[src/rtl/connect4_pkg.sv]
// Shared Connect-Four constants, FSM state type and board addressing helper.
package connect4_pkg;

  localparam int ROWS    = 6;
  localparam int COLS    = 7;
  localparam int CELL_W  = 2;
  localparam int BOARD_W = ROWS * COLS * CELL_W;

  localparam logic [2:0] LAST_ROW = 3'(ROWS - 1);
  localparam logic [2:0] LAST_COL = 3'(COLS - 1);

  localparam logic [1:0] EMPTY   = 2'b00;
  localparam logic [1:0] PLAYER1 = 2'b01;
  localparam logic [1:0] PLAYER2 = 2'b10;

  typedef enum logic [2:0] {
    ST_IDLE  = 3'd0,
    ST_CHECK = 3'd1,
    ST_FALL  = 3'd2,
    ST_LAND  = 3'd3,
    ST_FAIL  = 3'd4
  } state_t;

  // Bit offset of cell (row,col) inside the flat board vector.
  function automatic logic [6:0] cell_idx(input logic [2:0] row, input logic [2:0] col);
    return 7'((int'(row) * COLS + int'(col)) * CELL_W);
  endfunction

endpackage

[src/rtl/piece_dropper_fall_timer.sv]
// Dwell timer for the falling piece: counts FALL_DIV cycles per row and
// raises a one-cycle tick on the last cycle of each dwell period.
module fall_timer #(
  parameter int FALL_DIV = 1
) (
  input  logic clk,
  input  logic rst,
  input  logic i_en,
  input  logic i_clr,
  output logic o_tick
);

  localparam int CNT_W = (FALL_DIV > 1) ? $clog2(FALL_DIV) : 1;
  localparam logic [CNT_W-1:0] LAST_CNT = CNT_W'(FALL_DIV - 1);

  logic [CNT_W-1:0] r_cnt;

  assign o_tick = i_en && (r_cnt == LAST_CNT);

  // Count while enabled, wrap on each tick, and restart from zero on clear.
  always_ff @(posedge clk or posedge rst) begin
    // NOTE: registers use non-blocking assignments so every flop samples the
    // pre-edge values of its neighbours, independent of block ordering.
    if (rst) begin
      r_cnt <= '0;
    end else if (i_clr) begin
      r_cnt <= '0;
    end else if (i_en) begin
      r_cnt <= o_tick ? '0 : r_cnt + 1'b1;
    end
  end

endmodule

[src/rtl/piece_dropper.sv]
// Connect-Four board owner: accepts a column drop, animates the piece one
// row at a time from the top, writes it into the lowest empty cell and
// pulses done, or pulses fail for an illegal request.
module piece_dropper
  import connect4_pkg::*;
#(
  parameter int FALL_DIV = 1
) (
  input  logic               clk,
  input  logic               rst,
  input  logic               drop_req,
  input  logic [2:0]         column,
  input  logic [1:0]         player,
  input  logic               clear_board,
  output logic [BOARD_W-1:0] board_state,
  output logic               busy,
  output logic               fall_valid,
  output logic [2:0]         fall_row,
  output logic [2:0]         fall_col,
  output logic               drop_done,
  output logic               drop_fail,
  output logic [2:0]         placed_row
);

  state_t             r_state;
  logic [BOARD_W-1:0] r_board;
  logic [2:0]         r_col;
  logic [1:0]         r_player;
  logic               r_busy;
  logic               r_fall_valid;
  logic [2:0]         r_fall_row;
  logic               r_drop_done;
  logic               r_drop_fail;
  logic [2:0]         r_placed_row;

  logic       w_tick;
  logic       w_timer_en;
  logic       w_timer_clr;
  logic       w_col_bad;
  logic       w_player_bad;
  logic       w_top_full;
  logic       w_bottom;
  logic       w_below_full;
  logic [2:0] w_below_row;
  logic [6:0] w_top_idx;
  logic [6:0] w_below_idx;
  logic [6:0] w_cur_idx;

  // Request legality, evaluated on the latched column/player in CHECK.
  assign w_col_bad    = (r_col > LAST_COL);
  assign w_player_bad = (r_player != PLAYER1) && (r_player != PLAYER2);
  assign w_top_idx    = cell_idx(3'd0, r_col);
  assign w_top_full   = (r_board[w_top_idx +: CELL_W] != EMPTY);

  // Landing test; the row below is only addressed when it exists, so the
  // board read never leaves the board region.
  assign w_bottom     = (r_fall_row == LAST_ROW);
  assign w_below_row  = w_bottom ? r_fall_row : r_fall_row + 3'd1;
  assign w_below_idx  = cell_idx(w_below_row, r_col);
  assign w_below_full = !w_bottom && (r_board[w_below_idx +: CELL_W] != EMPTY);
  assign w_cur_idx    = cell_idx(r_fall_row, r_col);

  assign w_timer_en  = (r_state == ST_FALL);
  assign w_timer_clr = clear_board || (r_state != ST_FALL);

  fall_timer #(
    .FALL_DIV (FALL_DIV)
  ) u_fall_timer (
    .clk    (clk),
    .rst    (rst),
    .i_en   (w_timer_en),
    .i_clr  (w_timer_clr),
    .o_tick (w_tick)
  );

  // Drop FSM plus board register; clear_board overrides everything but reset.
  always_ff @(posedge clk or posedge rst) begin
    if (rst) begin
      r_state      <= ST_IDLE;
      r_board      <= '0;
      r_col        <= '0;
      r_player     <= '0;
      r_busy       <= 1'b0;
      r_fall_valid <= 1'b0;
      r_fall_row   <= '0;
      r_drop_done  <= 1'b0;
      r_drop_fail  <= 1'b0;
      r_placed_row <= '0;
    end else if (clear_board) begin
      r_state      <= ST_IDLE;
      r_board      <= '0;
      r_busy       <= 1'b0;
      r_fall_valid <= 1'b0;
      r_drop_done  <= 1'b0;
      r_drop_fail  <= 1'b0;
    end else begin
      // busy trails the state by one cycle: it rises the cycle after a
      // request is sampled and falls the cycle after the done/fail pulse.
      r_busy      <= (r_state != ST_IDLE);
      r_drop_done <= 1'b0;
      r_drop_fail <= 1'b0;
      case (r_state)
        ST_IDLE: begin
          if (drop_req && !r_busy) begin
            r_col    <= column;
            r_player <= player;
            r_state  <= ST_CHECK;
          end
        end
        ST_CHECK: begin
          if (w_col_bad || w_player_bad || w_top_full) begin
            r_state <= ST_FAIL;
          end else begin
            r_fall_row   <= '0;
            r_fall_valid <= 1'b1;
            r_state      <= ST_FALL;
          end
        end
        ST_FALL: begin
          if (w_tick) begin
            if (w_bottom || w_below_full) begin
              r_state <= ST_LAND;
            end else begin
              r_fall_row <= r_fall_row + 3'd1;
            end
          end
        end
        ST_LAND: begin
          r_board[w_cur_idx +: CELL_W] <= r_player;
          r_placed_row                 <= r_fall_row;
          r_drop_done                  <= 1'b1;
          r_fall_valid                 <= 1'b0;
          r_state                      <= ST_IDLE;
        end
        ST_FAIL: begin
          r_drop_fail <= 1'b1;
          r_state     <= ST_IDLE;
        end
        default: r_state <= ST_IDLE;
      endcase
    end
  end

  assign board_state = r_board;
  assign busy        = r_busy;
  assign fall_valid  = r_fall_valid;
  assign fall_row    = r_fall_row;
  assign fall_col    = r_col;
  assign drop_done   = r_drop_done;
  assign drop_fail   = r_drop_fail;
  assign placed_row  = r_placed_row;

endmodule

[config.mk]
export PLATFORM = sky130hd
export DESIGN_NAME = piece_dropper
export DESIGN_NICKNAME = d
export VERILOG_FILES = /design/src/rtl/connect4_pkg.sv /design/src/rtl/piece_dropper_fall_timer.sv /design/src/rtl/piece_dropper.sv
export SDC_FILE = /design/constraint.sdc
export NUM_CORES = 1
export LEC_CHECK = 0
export ABC_CLOCK_PERIOD_IN_PS = 10520
export CAP_MARGIN = 30
export CORE_MARGIN = 4
export CORE_UTILIZATION = 45
export DETAILED_ROUTE_END_ITERATION = 12
export DONT_BUFFER_PORTS = 1
export HOLD_SLACK_MARGIN = 0.06
export MAX_ROUTING_LAYER = met4
export PLACE_DENSITY = 0.62
export SLEW_MARGIN = 20
export SYNTH_ARGS = -nofsm -noshare
export SYNTH_HDL_FRONTEND = slang
export SYNTH_SLANG_ARGS = --single-unit
[constraint.sdc]
create_clock -name clk -period 10.52 [get_ports clk]
set_input_delay 3.156 -clock clk [delete_from_list [all_inputs] [get_ports clk]]
set_output_delay 3.156 -clock clk [all_outputs]
set_load 0.005 [all_outputs]
# Yosys cells after proc, flatten, opt, wreduce, memory -nomap -nowiden
# Index checks and enable logic that the tools add are counted.
# word_totals
input_bits,9
output_inout_bits,97
regBits,103
wordCells,88
# op_classes
n_eq_ne,15
n_lt_le_gt_ge,1
add_sub_neg,5
n_bitwise,2
n_mux,25
n_mul,2
shifts,4
reduce_logical,23
# op_table
operator,count
$mux 84,2
$bwmux 84,1
$shift 2x9->84 const A,1
$shiftx 2x9->84,1
$shiftx 84x5->2,1
$shiftx 84x8->2,1
$mux 3,9
$add 6x3->6,2
$mul 3x3->6 const B,2
$ne 3x3->1 const B,4
$mux 1,10
$reduce_bool 2->1,5
$neg 7->9,1
$pmux 3 s3,1
$ne 2x2->1 const B,4
$eq 3x2->1 const B,2
$eq 3x3->1 const B,2
$pmux 3 s2,1
$reduce_and 3->1,2
$reduce_bool 3->1,2
$reduce_and 5->1,1
$logic_and 1x1->1,4
$logic_or 1x1->1,4
$reduce_and 2->1,2
other kinds (10),12

# Logic depth before layout (Yosys ltp)
# Gate-level depths: netlist (run 1).
# depth
depth_word,12
depth_mapped,20
mapped_depth_nobuf,18

# Modules after synthesis
# From an unflattened synthesis (run 1), not the netlist that was laid out.
# unflattened
cells_unflattened,607
area_unflattened_um2,6037.0
# modules_own_cells
module,cells_per_inst,area_each_um2,n_inst,seq_area_each_um2
piece_dropper,603,5987.0,1,2552.4
fall_timer,4,50.0,1,25.0

# Worst setup path after synthesis (run 1)
# OpenSTA, ideal clock, no wires.
# synth_path
path_kind,reg-to-reg
from,register r_fall_row[1] (netlist: fall_row[1])
to,register r_fall_row[2] (netlist: fall_row[2])
required_time_ps,10424
period_less_slack_ps,4162
t_arrival_ps,4066
setup_ps,96
slack_ps,6358
path_buffers,2
path_stages_with_launch,20
path_cell_list,dfrtp_1 inv_1 ha_1 nand2_1 nand2_1 o21a_1 ha_1 ha_1 ha_1 inv_1 fa_1 clkbuf_1 clkbuf_1 a2111oi_0 o21ai_0 nand3_1 o31ai_1 a31oi_1 or3_1 o31ai_1
# synth_between
elab_chain_cells,10
elab_cells_between_ends,15
cone_classes,2 x add/sub; 1 x mul; 2 x eq/ne; 1 x shift; 4 x mux; 5 x reduce/logical
# synth_rtl
item,line_no,source
start: declaration,piece_dropper.sv:31,logic [2:0] r_fall_row;
start signal: assignment,piece_dropper.sv:124,r_fall_row <= r_fall_row + 3'd1;
$add 3x1->3 / $eq 3x3->1 (equally long branches),"piece_dropper.sv:58, piece_dropper.sv:124, piece_dropper.sv:57",
$mux 3,piece_dropper.sv:58,assign w_below_row = w_bottom ? r_fall_row : r_fall_row + 3'd1;
$mul 3x3->6,connect4_pkg.sv:26,return 7'((int'(row) * COLS + int'(col)) * CELL_W);
$add 6x3->6,connect4_pkg.sv:26,
$shiftx 84x8->2,piece_dropper.sv:60,assign w_below_full = !w_bottom && (r_board[w_below_idx +: CELL_W] != EMPTY);
$reduce_bool 2->1,piece_dropper.sv:60,
$logic_and 1x1->1,piece_dropper.sv:60,
$logic_or 1x1->1,piece_dropper.sv:121,if (w_bottom || w_below_full) begin
$ne 2x2->1 (no source line),n/a,
$reduce_and 5->1 (no source line),n/a,
# Several ways; a longest one is shown, not always the timed one. The select of a mux whose other input is x is not followed.
# A chain may end at the register's enable or synchronous reset.

# Final worst setup path (run 1)
# Same ends and word-level chain as after synthesis.

==> out/results.ini, run 1 <==
[run_status]
status = complete, no violations

[clocking]
clk-insertion-delay-late_ps = 350
cts_tree = built
ctsHoldBuffers = 0
cts_setup_buffers = 0
cts_resized = 0
cts.sinks = 103
root_buffer = clkbuf_16
clk_path_buf_depth = 2
h-tree-depth = 3
clk_pin_slew_ps = 70
numCtsBuffers = 9

[synth]
synth.top_cell.area_share_pct = 43.4
syn_area_um2 = 5940
synth.net_count = 650
ys_types = 53
synth-seq-area-share_pct = 43.4
synth_flop_cell = dfrtp_1
synth_top_area_cell = dfrtp_1
syn_area_per_cell_um2 = 9.69
synthArstFlopShare_pct = 100
ys_warn_count = 0
syn-instance-count = 613
synth_edf_count = 0
synth_area_leaders = dfrtp_1, mux2i_1, nor2_1
ys_seq_elements = 103

[finish]
final_common_cell = nor2_1
regArea_um2 = 2580
nFillCells = 1159
drive_gt1_share_pct = 7.17
area_growth_pct = 7.71
final_util_pct = 50.1
finalNetCount = 632
layout_common_cells = nor2_1, dfrtp_1, mux2i_1
n_antenna_cell = 0
fin_area_um2 = 6400
multiInputGateArea_um2 = 3160

[place]
gp_congestion = 0.917
post_dp_cell_area_um2 = 6060
hpwl_um = 12500
placement.io_buffers = 0

[worst_setup_path]
cpLargestDelayFamily = adder cells
reg2regPathDepth = 18
critPathBufInv = 2
end_kind = flip-flop
crit_chain = inv_1 -> ha_1 -> nand2_1 -> nand2_1 -> o21a_1 -> ha_1 -> ha_1 -> ha_1 -> inv_1 -> fa_1 -> nor4b_1 -> nor4_1 -> a211oi_1 -> o21bai_1 -> nand4_1 -> a31oi_1 -> or3_1 -> o31ai_1
critPathMostFrequentCell = ha_1
critPathKind = reg -> reg
crit_path_top_delay_cell = fa_1
worstSetupStartpointType = flip-flop
worstPathRequired_ps = 10770
max_stage_delay_ps = 900
regToRegEndpoint = fall_row[2]$_DFFE_PP0P_
crit_start = fall_row[1]$_DFFE_PP0P_
critPathArrivalTime_ps = 5180
path_max_fanout = 18
r2r_slack_ps = 5600
r2r-start = fall_row[1]$_DFFE_PP0P_

[sta]
tightest_slew_ps = 937
grt_setup_unrepaired = false
setup_violations = 0
min_period_ps = 4920
hold_violations = 0
finalMaxSlewViolations = 0
finalCritPeriodShare_pct = 46.8
tns_ps = 0
skew_ps = 8.38
max_freq_ghz = 0.203
slew_headroom_pct = 37.4

[drt]
detail-route-antenna-nets = 0
drc_errors = 0
vias_per_cell = 5.97
drt_iter0_markers = 348
wl_um = 17200
wl_per_cell_um = 22.3
vias = 4607
drtPass1Iterations = 5

[global_route]
grt_busiest_layer = met2
track_usage_pct = 24.4
met2_usage_pct = 35.2
antenna_found_initial = 0
grtUsageMet1_pct = 32.3
grt_use_met3_pct = 7.96
grt_max_degree = 98
grt_pass1_vias = 4630
overflow = 0
grt_pass1_wl_um = 26800

[hold_path]
min_to = placed_row[1]$_DFFE_PP0P_
hp-class = reg -> reg
hp-start = placed_row[1]$_DFFE_PP0P_
hold_path_depth = 1

[floorplanning]
start_util_pct = 46.5
die_area_um2 = 15100
core_area_um2 = 12800
num_rows = 41
die_h_um = 123
die_x_um = 123
ioPinCount = 106

[flow_run]
cap_violations = 0

## cell type report
class	instances	share of cell area (%)
clock buffer	11	3.64
clock inverter	5	1.29
inverter	18	1.09
multi-input combinational	457	49.3
sequential	103	40.3
tap	172	3.36
timing repair buffer	6	1.02
## synthesized netlist by cell type, types with 8 or more instances
| library cell | instances |
|---|---|
| a2111oi_0 | 10 |
| a211oi_1 | 13 |
| a21oi_1 | 16 |
| clkbuf_1 | 28 |
| dfrtp_1 | 103 |
| ha_1 | 23 |
| inv_1 | 18 |
| mux2_2 | 8 |
| mux2i_1 | 75 |
| nand2_1 | 24 |
| nand3_1 | 8 |
| nor2_1 | 128 |
| nor3_1 | 31 |
| o21ai_0 | 18 |
## registers in the layout, summed over array words and instances, names as in the netlist
register and count:
board_state 84, fall_col 3, fall_row 3, placed_row 3, r_state 3, r_player 2
busy 1, drop_done 1, drop_fail 1, fall_valid 1, u_fall_timer.r_cnt 1
## per-layer routing
| metal | wire (um) | up-vias |
|---|---|---|
| li1 | - | 2122 |
| met1 | 7330 | 2288 |
| met2 | 7940 | 174 |
| met3 | 1550 | 23 |
| met4 | 359 | 0 |
| met5 | 0 | - |
## worst max-delay path by stage
stage                                 endpoint  slack, ps  cells past startpoint
floorplan           board_state[0]$_DFFE_PP0P_       4660                      1
global placement       fall_row[2]$_DFFE_PP0P_       5760                     18
detailed placement     fall_row[2]$_DFFE_PP0P_       5620                     18
CTS                    fall_row[2]$_DFFE_PP0P_       5590                     18
global route           fall_row[0]$_DFFE_PP0P_       5240                     18
finish                 fall_row[2]$_DFFE_PP0P_       5600                     18
## worst register-to-register path, cell delays in order (launching register included)
cell and delay [ps]:
dfrtp_1 640, inv_1 130, ha_1 220, nand2_1 170, nand2_1 80, o21a_1 140
ha_1 320, ha_1 290, ha_1 160, inv_1 50, fa_1 900, nor4b_1 360
nor4_1 110, a211oi_1 310, o21bai_1 100, nand4_1 130, a31oi_1 160, or3_1 370
o31ai_1 210
## cell families after synthesis
| group | share of synthesized area (%) |
|---|---|
| simple gates | 20.1 |
| buf+inv | 3.50 |
| fa+ha+maj | 6.53 |
| flops | 43.4 |
| mux | 14.5 |
| compound gates | 9.75 |
| xor+xnor | 2.17 |
| other cells | 0.0631 |
## per-stage QoR
stage	hold slack, ps	setup WS, ps	cells
floorplan	491	4660	613
CTS	536	5590	771
global route	559	5240	772
finish	541	5600	772
global placement	518	5760	755
detailed placement	525	5620	755
Power of run 1 is not shown: default switching activity piles up to over one toggle a cycle in this logic, so the estimate is an artifact.
==> run 2, diff against run 1 <==
--- a/config.mk
+++ b/config.mk
@@ -5,7 +5,8 @@
 export SDC_FILE = /design/constraint.sdc
 export NUM_CORES = 1
 export LEC_CHECK = 0
-export ABC_CLOCK_PERIOD_IN_PS = 10520
+export ABC_AREA = 1
+export ABC_CLOCK_PERIOD_IN_PS = 4800
 export CAP_MARGIN = 30
 export CORE_MARGIN = 4
 export CORE_UTILIZATION = 45
==> constraint.sdc (replaced) <==
create_clock -name clk -period 4.8 [get_ports clk]
set_input_delay 1.44 -clock clk [delete_from_list [all_inputs] [get_ports clk]]
set_output_delay 1.44 -clock clk [all_outputs]
set_load 0.005 [all_outputs]
==> run 2 against run 1 <==
Against the previous run:
- via count rose by 26%
- register-to-register slack got worse by 5200 ps
- final cell count rose by 30%
- maximum frequency rose by 11%
- synthesized area rose by 4.3%
- first-iteration DRC count rose by 44%
- synthesized cell count rose by 37%
- global-route usage rose by 2.3 points
- routed wire length rose by 18%
- setup slack got worse by 5200 ps
- critical endpoint is now fall_row[1]$_DFFE_PP0P_
==> out/results.ini, run 2 <==
[run_status]
status = complete, no violations

[worst_setup_path]
path_max_fanout = 8  ; -10
worstPathRequired_ps = 5050  ; -5720 ps
critPathArrivalTime_ps = 4700  ; -480 ps
r2r-start = fall_row[1]$_DFFE_PP0P_
worstSetupStartpointType = flip-flop
r2r_slack_ps = 350  ; -5240 ps
end_kind = flip-flop
regToRegEndpoint = fall_row[1]$_DFFE_PP0P_
reg2regPathDepth = 21  ; +3
critPathKind = reg -> reg

[clocking]
cts_tree = built
ctsHoldBuffers = 0  ; unchanged
cts_resized = 0  ; unchanged
cts_setup_buffers = 0  ; unchanged
clk_pin_slew_ps = 70  ; about the same
cts.sinks = 103  ; unchanged
root_buffer = clkbuf_16
clk_path_buf_depth = 2  ; unchanged
h-tree-depth = 3  ; unchanged
numCtsBuffers = 9  ; unchanged
clk-insertion-delay-late_ps = 360  ; about the same

[sta]
skew_ps = 5.41  ; -2.97 ps
setup_ws_ps = 352  ; -5240 ps
slew_headroom_pct = 37.6  ; +0.21 points
tightest_slew_ps = 932  ; -4.31 ps
finalCritPeriodShare_pct = 92.7  ; +46 points
tns_ps = 0  ; unchanged
setup_violations = 0  ; unchanged
finalMaxSlewViolations = 0  ; unchanged
hold_violations = 0  ; unchanged
grt_setup_unrepaired = false
min_period_ps = 4450  ; -476 ps
max_freq_ghz = 0.225  ; +11%

[finish]
n_antenna_cell = 0  ; unchanged
largest_reg_flops = 84  ; unchanged
layout_common_cells = nand2_1, nand3_1, dfrtp_1
final_common_cell = nand2_1
area_growth_pct = 7.67  ; about the same
finalNetCount = 863  ; +37%
fin_area_um2 = 6670  ; +4.3%
drive_gt1_share_pct = 6.14  ; -1.0 points

[drt]
wl_per_cell_um = 20.2  ; -9.4%
wl_um = 20300  ; +18%
drtPass1Iterations = 6  ; +1
vias = 5797  ; +26%
drc_errors = 0  ; unchanged
detail-route-antenna-nets = 0  ; unchanged
drt_iter0_markers = 502  ; +44%
vias_per_cell = 5.76  ; -3.5%

[global_route]
track_usage_pct = 26.7  ; +2.3 points
grt_pass1_wl_um = 31700  ; +18%
antenna_found_initial = 0  ; unchanged
grt_pass1_vias = 5495  ; +19%
overflow = 0  ; unchanged
grt_max_degree = 54  ; -45%

[synth]
synth_edf_count = 0  ; unchanged
synthArstFlopShare_pct = 100  ; unchanged
synth.top_cell.area_share_pct = 41.6  ; -1.8 points
ys_types = 47  ; -11%
synth_common_cells = nand2_1, nand3_1, dfrtp_1
synth-seq-area-share_pct = 41.6  ; -1.8 points
syn-instance-count = 838  ; +37%
syn_area_per_cell_um2 = 7.40  ; -24%
synth_area_leaders = dfrtp_1, nand2_1, nand3_1
yosys.cell_count.top_type = nand2_1
ys_warn_count = 0  ; unchanged
synth_top_area_cell = dfrtp_1
synth_flop_cell = dfrtp_1
syn_area_um2 = 6200  ; +4.3%
ys_seq_elements = 103  ; unchanged
synth.net_count = 875  ; +35%

[floorplanning]
start_util_pct = 46.4  ; -0.089 points
ioPinCount = 106  ; unchanged
die_area_um2 = 15700  ; +4.0%
core_area_um2 = 13300  ; +4.5%
die_h_um = 125  ; +2.0%
die_x_um = 125  ; +2.0%
num_rows = 42  ; +2.4%

[place]
preCtsSetupSlack_ps = 387  ; -5240 ps
gp_congestion = 1.00  ; +9.4%
placement.io_buffers = 0  ; unchanged
post_dp_cell_area_um2 = 6350  ; +4.9%
hpwl_um = 15300  ; +22%

[hold_path]
min_to = placed_row[1]$_DFFE_PP0P_
hold_path_depth = 2  ; +1
hp-class = reg -> reg
hp-start = placed_row[1]$_DFFE_PP0P_

[power]
power_mw = 4.78
peakVddDrop_v = 0.000400
leakage_nw = 3.44
power_density_nw_per_um2 = 717

[flow_run]
cap_violations = 0  ; unchanged

-- run 2: cell types whose count changed in the layout (fill, tap and decap cells not counted), moves of 14 or more --
cell     previous run  this run
nor2_1            128        80
inv_1              17        70
mux2i_1            75         0
nand2_1            24       235
nor3_1             31        13
nand3_1             8       162
nand4_1             3        17
-- run 2: layer usage --
layer,track usage [%],wire length [um],vias up
li1,-,-,2722
met1,35.1,8810,2764
met2,39.5,9040,271
met3,7.63,1830,40
met4,9.82,623,0
met5,-,0,-
-- run 2: how the worst max path moves through the flow --
| stage | endpoint | slack, ps | from | cells after the start |
|---|---|---|---|---|
| floorplan | board_state[0]$_DFFE_PP0P_ | 660 | rst | 1 |
| global placement | fall_row[1]$_DFFE_PP0P_ | 440 | fall_row[1]$_DFFE_PP0P_ | 21 |
| detailed placement | fall_row[1]$_DFFE_PP0P_ | 390 | fall_row[1]$_DFFE_PP0P_ | 21 |
| CTS | fall_row[1]$_DFFE_PP0P_ | 350 | fall_row[1]$_DFFE_PP0P_ | 21 |
| global route | fall_row[1]$_DFFE_PP0P_ | 5 | fall_row[1]$_DFFE_PP0P_ | 19 |
| finish | fall_row[1]$_DFFE_PP0P_ | 350 | fall_row[1]$_DFFE_PP0P_ | 21 |
-- run 2: critical path, cell delays in order, from the launching register on --
cell	delay (ps)
dfrtp_1	510
inv_1	170
ha_1	330
inv_1	60
nand2_1	60
o21ai_0	140
ha_1	350
ha_1	290
ha_1	170
inv_1	60
fa_1	760
inv_1	350
nand3_1	250
nand3_1	100
nand3_1	90
nand3_1	80
nand3_1	90
nand2_1	100
nand2_1	130
nand2_1	100
nand2_1	80
nand2_1	50
-- run 2: cell type report --
type	count	area, um^2
clock buffers	10	229
clock inverters	6	92.6
fillers	1334	6680
inverters	78	300
multi-input cells	625	3190
flip-flops and latches	103	2580
well taps	176	220
repair buffers	9	67.6
-- run 2: metrics by stage --
| step | utilization [%] | hold slack [ps] | cells |
|---|---|---|---|
| after floorplan | - | 476 | 838 |
| after global placement | 47.6 | 505 | 991 |
| after detailed placement | 47.6 | 506 | 991 |
| after CTS | 50.0 | 520 | 1007 |
| after global routing | 50.0 | 540 | 1007 |
| final | 50.0 | 512 | 1007 |
-- run 2: power breakdown --
group / internal, mW / switching, mW
sequential: 0.916 / 0.102
combinational: 0.797 / 2.15
clock: 0.463 / 0.351
total: 2.18 / 2.61
-- run 2: kinds of logic (layout without fill, tap and decap cells) --
logic type                 count (synthesis)  after routing  share of synthesized area [%]
adders and majority gates                 28             28                           6.26
AOI/OAI and AO/OA                         51             51                           4.62
DFF                                      103            103                           41.6
xor gates and xnor gates                   7              7                           1.11
buffers and inverters                    110            103                           7.19
and+or+nand+nor                          535            535                           38.6
muxes                                      3              3                          0.545
other                                      1              1                         0.0605
(Power assumes the default switching activity.)
==> run 3, diff against run 2 <==
--- a/config.mk
+++ b/config.mk
@@ -5,7 +5,7 @@
 export SDC_FILE = /design/constraint.sdc
 export NUM_CORES = 1
 export LEC_CHECK = 0
-export ABC_AREA = 1
+export ABC_AREA = 0
 export ABC_CLOCK_PERIOD_IN_PS = 4800
 export CAP_MARGIN = 30
 export CORE_MARGIN = 4
@@ -14,7 +14,7 @@
 export DONT_BUFFER_PORTS = 1
 export HOLD_SLACK_MARGIN = 0.06
 export MAX_ROUTING_LAYER = met4
-export PLACE_DENSITY = 0.62
+export PLACE_DENSITY_LB_ADDON = 0.1
 export SLEW_MARGIN = 20
 export SYNTH_ARGS = -nofsm -noshare
 export SYNTH_HDL_FRONTEND = slang
==> run 3 against run 2 <==
Against the previous run:
- die area is 3.9% lower
- via count is 21% lower
- design area is 2.7% lower
- routed wire length is 16% lower
- final cell count is 22% lower
- flip-flop and latch count stayed put
- global-route usage is 2.6 points lower
==> out/results.ini, run 3 (same netlist as run 1, synthesis figures left out) <==
[finish]
largest_reg_flops = 84  ; unchanged
drive_gt1_share_pct = 9.51  ; +3.4 points
n_antenna_cell = 0  ; unchanged
fin_area_um2 = 6490  ; -2.7%
final_common_cell = nor2_1
area_growth_pct = 9.24
finalNetCount = 642  ; -26%
layout_common_cells = nor2_1, dfrtp_1, mux2i_1

[worst_setup_path]
worstSetupStartpointType = flip-flop
path_max_fanout = 18  ; +10
critPathArrivalTime_ps = 4710  ; about the same
critPathKind = reg -> reg
r2r-start = fall_row[0]$_DFFE_PP0P_
worstPathRequired_ps = 5040  ; about the same
r2r_slack_ps = 330  ; -30 ps
reg2regPathDepth = 12  ; -43%
crit_start = fall_row[0]$_DFFE_PP0P_
endpoint = board_state[54]$_DFFE_PP0P_
end_kind = flip-flop
regToRegEndpoint = board_state[54]$_DFFE_PP0P_

[floorplanning]
die_h_um = 123  ; -1.9%
num_rows = 41  ; -2.4%
ioPinCount = 106  ; unchanged
die_x_um = 123  ; -1.9%
core_area_um2 = 12800  ; -4.3%
start_util_pct = 46.5  ; +0.089 points
die_area_um2 = 15100  ; -3.9%

[place]
placement.io_buffers = 0  ; unchanged
hpwl_um = 12400  ; -19%
gp_congestion = 0.944  ; -5.9%
post_dp_cell_area_um2 = 6140  ; -3.3%

[clocking]
clk_path_buf_depth = 2  ; unchanged
clk_pin_slew_ps = 70  ; about the same
h-tree-depth = 3  ; unchanged
cts.sinks = 103  ; unchanged
cts_tree = built
root_buffer = clkbuf_16
clk-insertion-delay-late_ps = 350  ; about the same
numCtsBuffers = 9  ; unchanged
ctsHoldBuffers = 0  ; unchanged

[sta]
finalCritPeriodShare_pct = 93.2  ; +0.56 points
max_freq_ghz = 0.223  ; -0.60%
setup_violations = 0  ; unchanged
hold_violations = 0  ; unchanged
grt_setup_unrepaired = true
finalMaxSlewViolations = 0  ; unchanged
tightest_slew_ps = 827  ; -106 ps
tns_ps = 0  ; unchanged
min_period_ps = 4470  ; +26.8 ps
slew_headroom_pct = 44.9  ; +7.2 points
skew_ps = 9.36  ; +3.95 ps
holdWs_ps = 533  ; +21.4 ps

[drt]
drt_iter0_markers = 399  ; -21%
vias_per_cell = 5.87  ; +2.0%
drc_errors = 0  ; unchanged
detail-route-antenna-nets = 0  ; unchanged
wl_um = 17100  ; -16%
drtPass1Iterations = 5  ; -1
wl_per_cell_um = 21.8  ; +8.3%
vias = 4591  ; -21%

[hold_path]
hp-class = reg -> reg

[global_route]
grt_pass1_vias = 4548  ; -17%
track_usage_pct = 24.1  ; -2.6 points
overflow = 0  ; unchanged
antenna_found_initial = 0  ; unchanged
grt_max_degree = 98  ; +81%
grt_pass1_wl_um = 27000  ; -15%

[run_status]
status = complete, no violations

[flow_run]
cap_violations = 0  ; unchanged

[run 3: per-layer routing]
metal  global-route usage (%)  wire length, um  vias to the layer above
met3                     7.55             1400                       23
li1                         -                -                     2151
met1                     32.8             7450                     2264
met4                     5.81              298                        0
met2                     35.4             7930                      153
met5                        -                0                        -
[run 3: worst min-delay path by stage]
stage,startpoint,end,cells after the start
after global routing,placed_row[1]$_DFFE_PP0P_,placed_row[1]$_DFFE_PP0P_,1
final,placed_row[1]$_DFFE_PP0P_,placed_row[1]$_DFFE_PP0P_,1
after detailed placement,r_state[2]$_DFFE_PP0P_,r_state[1]$_DFFE_PP0P_,1
after CTS,r_state[2]$_DFFE_PP0P_,r_state[1]$_DFFE_PP0P_,1
after global placement,r_state[2]$_DFFE_PP0P_,r_state[1]$_DFFE_PP0P_,1
after floorplan,r_state[2]$_DFFE_PP0P_,r_state[0]$_DFFE_PP0P_,1
[run 3: repair_timing]
| action | CTS | global route |
|---|---|---|
| gates resized for setup | 0 | 3 |
| buffers inserted | 0 | 0 |
| setup endpoints to repair | 0 | 20 |
[run 3: critical path, cell delays in order, from the launching register on]
cell and delay, ps:
dfrtp_1 380, buf_4 180, fa_1 500, fa_1 550
inv_1 60, fa_1 600, nor3b_1 330, nand2_1 160
nor4_2 350, o211ai_2 420, nor4_2 520, mux2i_1 250
nor2_1 60
[run 3: through the flow]
| stage | instances | setup WS (ps) | util, % |
|---|---|---|---|
| 2_1_floorplan | 613 | 638 | - |
| 3_3_place_gp | 765 | 351 | 48.0 |
| 3_5_place_dp | 766 | 187 | 48.1 |
| 4_1_cts | 782 | 163 | 50.7 |
| 5_1_grt | 782 | -60.5 | 50.8 |
| 6_report | 782 | 325 | 50.8 |
[run 3: area by class of cell]
class / instances / area (um^2)
clock buffers: 11 / 253
repair buffers: 16 / 120
fillers: 1169 / 6280
clock inverters: 5 / 86.3
inverters: 18 / 70.1
well taps: 172 / 215
flip-flops and latches: 103 / 2580
multi-input cells: 457 / 3170
Power of run 3 is left out for the same reason.
